## src/rtl/bus_arbiter.sv

```systemverilog
// ---------------------------------------------------------------------------
// bus_arbiter
//   Two-master bus arbiter with split-transaction support. A granted master
//   whose slave signals a split is parked (msplitx) while the other master
//   may use the bus. The parked master resumes when the slave finishes its
//   split latency (falling edge of ssplit). It is aborted if the split stays
//   pending for SPLIT_TIMEOUT cycles.
//
//   Optional feature macro: ARB_ROUND_ROBIN_EN
//     defined   -> round-robin priority for simultaneous requests in IDLE
//     undefined -> fixed priority, master 1 wins
//
// Parameters
//   SPLIT_TIMEOUT  1..255, cycles a split may stay pending before abort
// Ports
//   clk          clock, all logic on rising edge
//   rst          synchronous active-high reset
//   mreq1/2      master requests, held high for the whole transaction
//   ssplit       slave split indication (high during split latency)
//   mgrant1/2    bus grants
//   msplit1/2    master transaction split and pending
//   split_grant  one-cycle pulse: split slave may return read data
//   bsel         bus mux select, 0 = master 1, 1 = master 2
//   split_abort  one-cycle pulse: pending split timed out
// ---------------------------------------------------------------------------
module bus_arbiter #(
  parameter int unsigned SPLIT_TIMEOUT = 64
) (
  input  logic clk,
  input  logic rst,
  input  logic mreq1,
  input  logic mreq2,
  input  logic ssplit,
  output logic mgrant1,
  output logic mgrant2,
  output logic msplit1,
  output logic msplit2,
  output logic split_grant,
  output logic bsel,
  output logic split_abort
);

  typedef enum logic [2:0] {
    IDLE   = 3'd0,
    GRANT1 = 3'd1,
    GRANT2 = 3'd2,
    SPLIT1 = 3'd3,
    SPLIT2 = 3'd4
  } state_t;

  // Counter value whose next increment would reach SPLIT_TIMEOUT.
  localparam logic [7:0] TMO_LAST = 8'(SPLIT_TIMEOUT - 32'd1);

  state_t     state_r;
  logic [1:0] gnt_r;       // bit 0 = master 1, bit 1 = master 2
  logic [1:0] spl_r;
  logic       ready_r;     // split slave finished its latency phase
  logic       ssplit_q_r;  // registered copy of ssplit for edge detection
  logic [7:0] tcount_r;
`ifdef ARB_ROUND_ROBIN_EN
  logic       rr_last_r;   // 1 = master 2 was the last IDLE grant
`endif

  logic [1:0] req_s;
  logic       cur_s;       // master owning the current GRANTx/SPLITx state
  logic       oth_s;       // the other master
  logic       both_pick2_s;
  logic       win_s;
  logic       ssplit_fall_s;

  assign req_s         = {mreq2, mreq1};
  assign cur_s         = (state_r == GRANT2) || (state_r == SPLIT2);
  assign oth_s         = ~cur_s;
  assign ssplit_fall_s = ssplit_q_r & ~ssplit;

`ifdef ARB_ROUND_ROBIN_EN
  assign both_pick2_s = ~rr_last_r;
`else
  assign both_pick2_s = 1'b0;
`endif

  // A lone requester always wins; simultaneous requests use the priority rule.
  assign win_s = (req_s == 2'b10) ? 1'b1 :
                 (req_s == 2'b11) ? both_pick2_s : 1'b0;

  assign mgrant1 = gnt_r[0];
  assign mgrant2 = gnt_r[1];
  assign msplit1 = spl_r[0];
  assign msplit2 = spl_r[1];

  // Arbitration FSM with registered grant, split, select and pulse outputs.
  always_ff @(posedge clk) begin
    if (rst) begin
      state_r     <= IDLE;
      gnt_r       <= 2'b00;
      spl_r       <= 2'b00;
      bsel        <= 1'b0;
      split_grant <= 1'b0;
      split_abort <= 1'b0;
      ready_r     <= 1'b0;
      ssplit_q_r  <= 1'b0;
      tcount_r    <= 8'd0;
`ifdef ARB_ROUND_ROBIN_EN
      rr_last_r   <= 1'b1;
`endif
    end else begin
      ssplit_q_r  <= ssplit;
      split_grant <= 1'b0;
      split_abort <= 1'b0;
      case (state_r)
        IDLE: begin
          if (req_s != 2'b00) begin
            gnt_r[win_s] <= 1'b1;
            bsel         <= win_s;
            state_r      <= win_s ? GRANT2 : GRANT1;
`ifdef ARB_ROUND_ROBIN_EN
            rr_last_r    <= win_s;
`endif
          end
        end
        GRANT1, GRANT2: begin
          if (!req_s[cur_s]) begin
            gnt_r[cur_s] <= 1'b0;
            state_r      <= IDLE;
          end else if (ssplit) begin
            gnt_r[cur_s] <= 1'b0;
            spl_r[cur_s] <= 1'b1;
            tcount_r     <= 8'd0;
            ready_r      <= 1'b0;
            state_r      <= cur_s ? SPLIT2 : SPLIT1;
          end
        end
        SPLIT1, SPLIT2: begin
          if (!spl_r[cur_s]) begin
            // Split already aborted: only finishing the other master's grant.
            if (!req_s[oth_s]) begin
              gnt_r[oth_s] <= 1'b0;
              state_r      <= IDLE;
            end
          end else if (ready_r) begin
            // Slave is ready; resume only once the other master is off the bus.
            if (gnt_r[oth_s]) begin
              if (!req_s[oth_s]) begin
                gnt_r[oth_s] <= 1'b0;
              end
            end else begin
              gnt_r[cur_s] <= 1'b1;
              spl_r[cur_s] <= 1'b0;
              bsel         <= cur_s;
              split_grant  <= 1'b1;
              ready_r      <= 1'b0;
              state_r      <= cur_s ? GRANT2 : GRANT1;
            end
          end else begin
            // Serve the other master while the split is outstanding.
            if (gnt_r[oth_s]) begin
              if (!req_s[oth_s]) begin
                gnt_r[oth_s] <= 1'b0;
              end
            end else if (req_s[oth_s]) begin
              gnt_r[oth_s] <= 1'b1;
              bsel         <= oth_s;
            end
            if (ssplit_fall_s) begin
              ready_r <= 1'b1;
            end else if (tcount_r == TMO_LAST) begin
              spl_r[cur_s] <= 1'b0;
              split_abort  <= 1'b1;
              // Other master still on the bus: stay here until it releases.
              if (!req_s[oth_s]) begin
                state_r <= IDLE;
              end
            end else begin
              tcount_r <= tcount_r + 8'd1;
            end
          end
        end
        default: begin
          state_r <= IDLE;
          gnt_r   <= 2'b00;
          spl_r   <= 2'b00;
        end
      endcase
    end
  end

endmodule

```

## config.mk

```make
export PLATFORM = sky130hd
export DESIGN_NAME = bus_arbiter
export DESIGN_NICKNAME = d
export VERILOG_FILES = /design/src/rtl/bus_arbiter.sv
export SDC_FILE = /design/constraint.sdc
export NUM_CORES = 1
export LEC_CHECK = 0
export BUFFER_PORTS_ARGS = -buffer_cell sky130_fd_sc_hd__buf_2
export CAP_MARGIN = 20
export CORE_MARGIN = 2
export CORE_UTILIZATION = 63
export CTS_CLUSTER_SIZE = 20
export DETAILED_ROUTE_END_ITERATION = 8
export PLACE_DENSITY = 0.83
export SLEW_MARGIN = 20
export SYNTH_ARGS = -nofsm -noshare
export SYNTH_HDL_FRONTEND = slang
export SYNTH_SLANG_ARGS = --single-unit
export TNS_END_PERCENT = 100
```

## constraint.sdc

```tcl
create_clock -name clk -period 3.4 [get_ports clk]
set_input_delay 0.34 -clock clk [delete_from_list [all_inputs] [get_ports clk]]
set_output_delay 0.34 -clock clk [all_outputs]
set_load 0.02 [all_outputs]
```

; Word-level counts from Yosys, hierarchy flattened
; Index checks and enable logic that the tools add are counted.
[word_totals]
inputBits = 5
ff_bits = 20
[op_classes]
reduce_logical = 18
n_eq_ne = 23
n_addsub = 1
n_lt_le_gt_ge = 6
n_bitwise = 16
mux = 69
[op_table]
columns = cell, count
row1 = $mux 8, 6
row2 = $mux 2, 18
row3 = $mux 3, 10
row4 = $mux 1, 26
row5 = $ne 2x2->1 const B, 8
row6 = $pmux 8 s2, 1
row7 = $ne 3x3->1 const B, 5
row8 = $reduce_and 7->1, 2
row9 = $ne 4x4->1 const B, 3
row10 = $pmux 2 s3, 2
row11 = $reduce_and 5->1, 2
row12 = $pmux 3 s3, 1
row13 = $add 8x1->8 const B, 1
row14 = $eq 8x6->1 const B, 1
row15 = $or 2x2->2, 4
row16 = $and 2x2->2, 3
row17 = $eq 3x2->1 const B, 2
row18 = $lt 1x2->1 const B, 3
row19 = $not 1->1, 6
row20 = $reduce_bool 2->1, 3
row21 = $ne 5x5->1 const B, 1
row22 = $reduce_or 5->1, 1
row23 = $not 2->2, 2
row24 = $pmux 1 s2, 2
row25 = 13 further kinds, 20

; Longest topological paths before layout
[logic_depth]
ltp_word = 14
ltp_mapped = 8
ltp_nobuf = 7

; Worst setup path after synthesis
; No wires, ideal clock.
[synth_timing]
kind = reg-to-reg
startpoint = reg tcount_r[0]
endpoint = reg tcount_r[6]
setup_ns = 0.078
arrival_time_ns = 1.739
path_buffers = 0
path_stages_with_launch = 8
slack_ns = 1.583
cell_sequence = dfxtp_1 > ha_1 > nand3_1 > or4_1 > o211ai_1 > nand2_1 > o2111a_1 > nor3_1
[synth_via]
elab_chain_cells = 6
[synth_rtl]
columns = item, line_no
row1 = start: declaration, 59  ; logic [7:0] tcount_r;
row2 = start signal: assignment, 174  ; tcount_r <= tcount_r + 8'd1;
row3 = $add 8x1->8, 174
row4 = $mux 8, 166  ; end else if (tcount_r == TMO_LAST) begin
row5 = $mux 8, 164  ; if (ssplit_fall_s) begin
row6 = $mux 8, 140  ; end else if (ready_r) begin
row7 = $mux 8, 134  ; if (!spl_r[cur_s]) begin
row8 = $pmux 8 s2, 110  ; case (state_r)
; Several ways; a longest one is shown, not always the timed one. The select of a mux whose other input is x is not followed.
; A chain may end at the register's enable or synchronous reset.

; Final worst setup path
[layout_timing]
startpoint = reg state_r[2]
endpoint = reg state_r[2]
[layout_via]
elab_chain_cells = 10
[layout_rtl]
columns = item, line_no
row1 = start: declaration, 54  ; state_t state_r;
row2 = start signal: assignment, 115  ; state_r <= win_s ? GRANT2 : GRANT1;
row3 = start signal: assignment, 130  ; state_r <= cur_s ? SPLIT2 : SPLIT1;
row4 = start signal: assignment, 152  ; state_r <= cur_s ? GRANT2 : GRANT1;
row5 = $eq 3x2->1 / $eq 3x3->1 (equally long branches), "72, 110"
row6 = $logic_or 1x1->1, 72  ; assign cur_s = (state_r == GRANT2) || (state_r == SPLIT2);
row7 = $mux 1 (not written as such) (2 in series), "136, 170"
row8 = $mux 3 (4 in series), --
row9 = $mux 3, 134
row10 = $pmux 3 s3, 110
; Several ways; a longest one is shown, not always the timed one. The select of a mux whose other input is x is not followed.

==> flow_summary_export.csv <==
group,metric,value,unit
timing,clock.fmax,0.410,GHz
synth,synth_area,0.00148,sq mm
pwr,power_density,512,mW/mm^2
global_route,grt_remaining_overflow,0,
status,status,"finished, final reports clean",
layout,drive_gt1_share,13.9,%
setup_path,slowest_delay,0.87,ns
synth,yosysTopAreaCellShare,27.1,%
drt,dr_total_vias,1563,
floorplanning,ios,12,
synth,ys_warn_count,0,
synth,synth_ff_type,"dfxtp_1",
drt,detail-route-antenna-nets,0,
setup_path,cp.required,3.62,ns
setup_path,arrival,2.66,ns
timing,setup_violations,0,
synth,avgSynthCellArea,7.49,sq um
setup_path,worst-path-buf-inv,0,
clock_tree,cts_buffers,3,
timing,timing.final.hold_violations,0,
global_route,grt_start_max_net_pins,29,
clock_tree,cts.clk_slew.worst_paths,0.12,ns
setup_path,path_class,"reg -> reg",
layout,insertedDiodeCount,0,
setup_path,setup.worst_path.start_class,"flip-flop",
synth,synthTopCellsByArea,"dfxtp_1, a21oi_1, nand2_1, nor2_1, nor3_1",
floorplanning,die-height,52.4,um
placement,hpwl,2620,um
pwr,power.leakage,0.000537,uW
timing,fin_crit_sh,71.7,%
floorplanning,start_util,66.7,%
timing,rsz0062_at_grt,"false",
setup_path,cp_cell_sequence,"xnor2_4, nor2_2, mux2_4, a2111oi_2, a31oi_1, a211oi_1",
synth,synth_nets,203,
floorplanning,core.rowCount,17,
clock_tree,cts_buffer_depth,2,
layout,fillCellCount,198,
pwr,vdd.ir_drop.worst,0.000460,V
layout,multiInputGateArea,986,sq um
timing,drv_slew,0,
global_route,grtUsageTotal,29.1,%
timing,tightestPinTransition,0.934,ns
setup_path,cp_top_family,"flip-flops",
layout,final_util,70.2,%
pwr,total_power,795,uW
synth,synth_largest_area_cell,"dfxtp_1",
pwr,p_switching,338,uW
clock_tree,cts_tree,"done",
setup_path,end_kind,"flip-flop",
pwr,seq_power_share,40.4,%
floorplanning,die-area,0.00274,sq mm
timing,maxSlewHeadroom,37.6,%
global_route,grt_pass1_vias,1294,
worst_hold_path,hold_class,"in -> reg",
synth,ys_ff_latch,20,
drt,drtIter0Drc,89,
drt,routed_wl,3760,um
synth,ys_seq_area_share,27.1,%
setup_path,crit_fanout,22,
layout,area_delta_synth_final,5.34,%
layout,fin_cells,229,
setup_path,slowest_stage,"dfxtp_1",
pwr,intPower,458,uW
global_route,grt_pass1_wl,6000,um
timing,skew,0.0157,ns
clock_tree,h-tree-depth,1,
synth,synth.distinct_cells,56,
global_route,grt_antenna_before_repair,0,
synth,synth_edf_count,0,
drt,drc,0,
clock_tree,clockRootBuffer,"clkbuf_4",
timing,fin_tns_setup,0,ns
drt,post_drt_wl_per_cell,16.4,um
floorplanning,coreArea,0.00221,sq mm
job,maxCapViolCount,0,
synth,async_reset_ff_share,0,%
pwr,comb_power_share,42.4,%
clock_tree,numClockSinks,20,
clock_tree,post_cts_buffers,0,
drt,vias_per_cell,6.83,
setup_path,rrSetupSlack,0.96,ns
drt,first_pass_iters,5,
pwr,clkPwrFrac,17.2,%
timing,fin_crit,2.44,ns
clock_tree,insertion_delay,0.31,ns
clock_tree,ctsResizeCount,0,
placement,dp.cells,225,
layout,register_area,400,sq um
synth,synthCells,197,
floorplanning,die_width,52.4,um
pwr,p_sw_share,42.4,%
layout,fin_nets,208,
placement,port_buffers,11,
clock_tree,ctsHoldBuffers,0,
placement,gp_congestion,0.903,
==> stage by stage <==
step                      hold slack (ns)  area, sq um  setup WS [ns]
after CTS                           0.370         1550           1.03
final                               0.376         1550          0.961
after global placement              0.460         1520           1.12
after floorplan                     0.442         1480           1.58
after global routing                0.373         1550          0.810
after detailed placement            0.472         1520           1.04
==> metal layers <==
metal	up-vias	GRT usage (%)	share of wire, %
met4	0	6.84	0.72
met3	4	5.71	9.7
met1	731	41.0	44
met2	83	45.4	46
met5	-	0	0
li1	745	-	-
==> power groups by stage <==
stage / Clock (uW) / Sequential [uW] / Combinational [uW]
5_1_grt: 147 / 327 / 362
4_1_cts: 139 / 319 / 331
3_3_place_gp: 0 / 320 / 320
3_5_place_dp: 0 / 325 / 329
2_1_floorplan: 0 / 296 / 282
6_report: 137 / 321 / 337
==> cells in the mapped netlist (2+ instances only) <==
| cell type | number |
|---|---|
| buf_2 | 5 |
| or4_1 | 2 |
| a31oi_1 | 5 |
| nand2b_1 | 5 |
| o21ai_1 | 7 |
| clkbuf_1 | 7 |
| nand3_1 | 7 |
| a21oi_1 | 19 |
| a21boi_0 | 2 |
| nand2_1 | 20 |
| mux2i_1 | 2 |
| inv_1 | 6 |
| nor2b_1 | 6 |
| nor3_1 | 9 |
| o311ai_1 | 2 |
| o2111a_1 | 2 |
| o21ai_0 | 7 |
| a211oi_1 | 2 |
| o31ai_1 | 3 |
| a21boi_1 | 3 |
| o22a_1 | 2 |
| nor2_1 | 17 |
| a311oi_1 | 2 |
| dfxtp_1 | 20 |
| a21oi_2 | 3 |
| and2_1 | 2 |
==> cell type report <==
class,count,share of cell area [%]
Inverter,7,1.69
Multi-Input combinational cell,157,63.4
Clock buffer,4,2.33
Sequential cell,20,25.8
Tap cell,28,2.25
Timing Repair Buffer,13,4.51
==> cell usage in the layout, fill, tap and decap left out, types with 6 or more instances in the layout <==
master,count
nand3_1,7
dfxtp_1,20
nor2_1,17
nor2b_1,6
inv_1,6
buf_2,11
a21oi_1,19
o21ai_1,7
nand2_1,20
o21ai_0,7
nor3_1,9
==> kinds of logic after synthesis <==
| logic type | share of synthesized area [%] |
|---|---|
| AND/OR/NAND/NOR | 25.8 |
| flip-flops | 27.1 |
| adder cells (fa/ha/maj) | 0.848 |
| buffers and inverters | 6.02 |
| AO/OA/AOI/OAI | 35.4 |
| XOR/XNOR | 2.46 |
| multiplexers | 2.37 |
==> final timing paths <==
check	start	endpoint	depth (start not counted)
setup / recovery	state_r[2]$_SDFFE_PP0P_	state_r[2]$_SDFFE_PP0P_	6
hold / removal	ssplit	ssplit_q_r$_SDFF_PP0_	2
setup reg to reg	state_r[2]$_SDFFE_PP0P_	state_r[2]$_SDFFE_PP0P_	6
hold reg to reg	tcount_r[1]$_SDFFE_PP0P_	tcount_r[1]$_SDFFE_PP0P_	2
==> state kept, by name, summed over array words and instances (netlist names) <==
name and cells:
bsel 1, gnt_r 2, ready_r 1, spl_r 2, split_abort 1, split_grant 1, ssplit_q_r 1, state_r 3
tcount_r 8
Power figures use the tool's default switching activity.
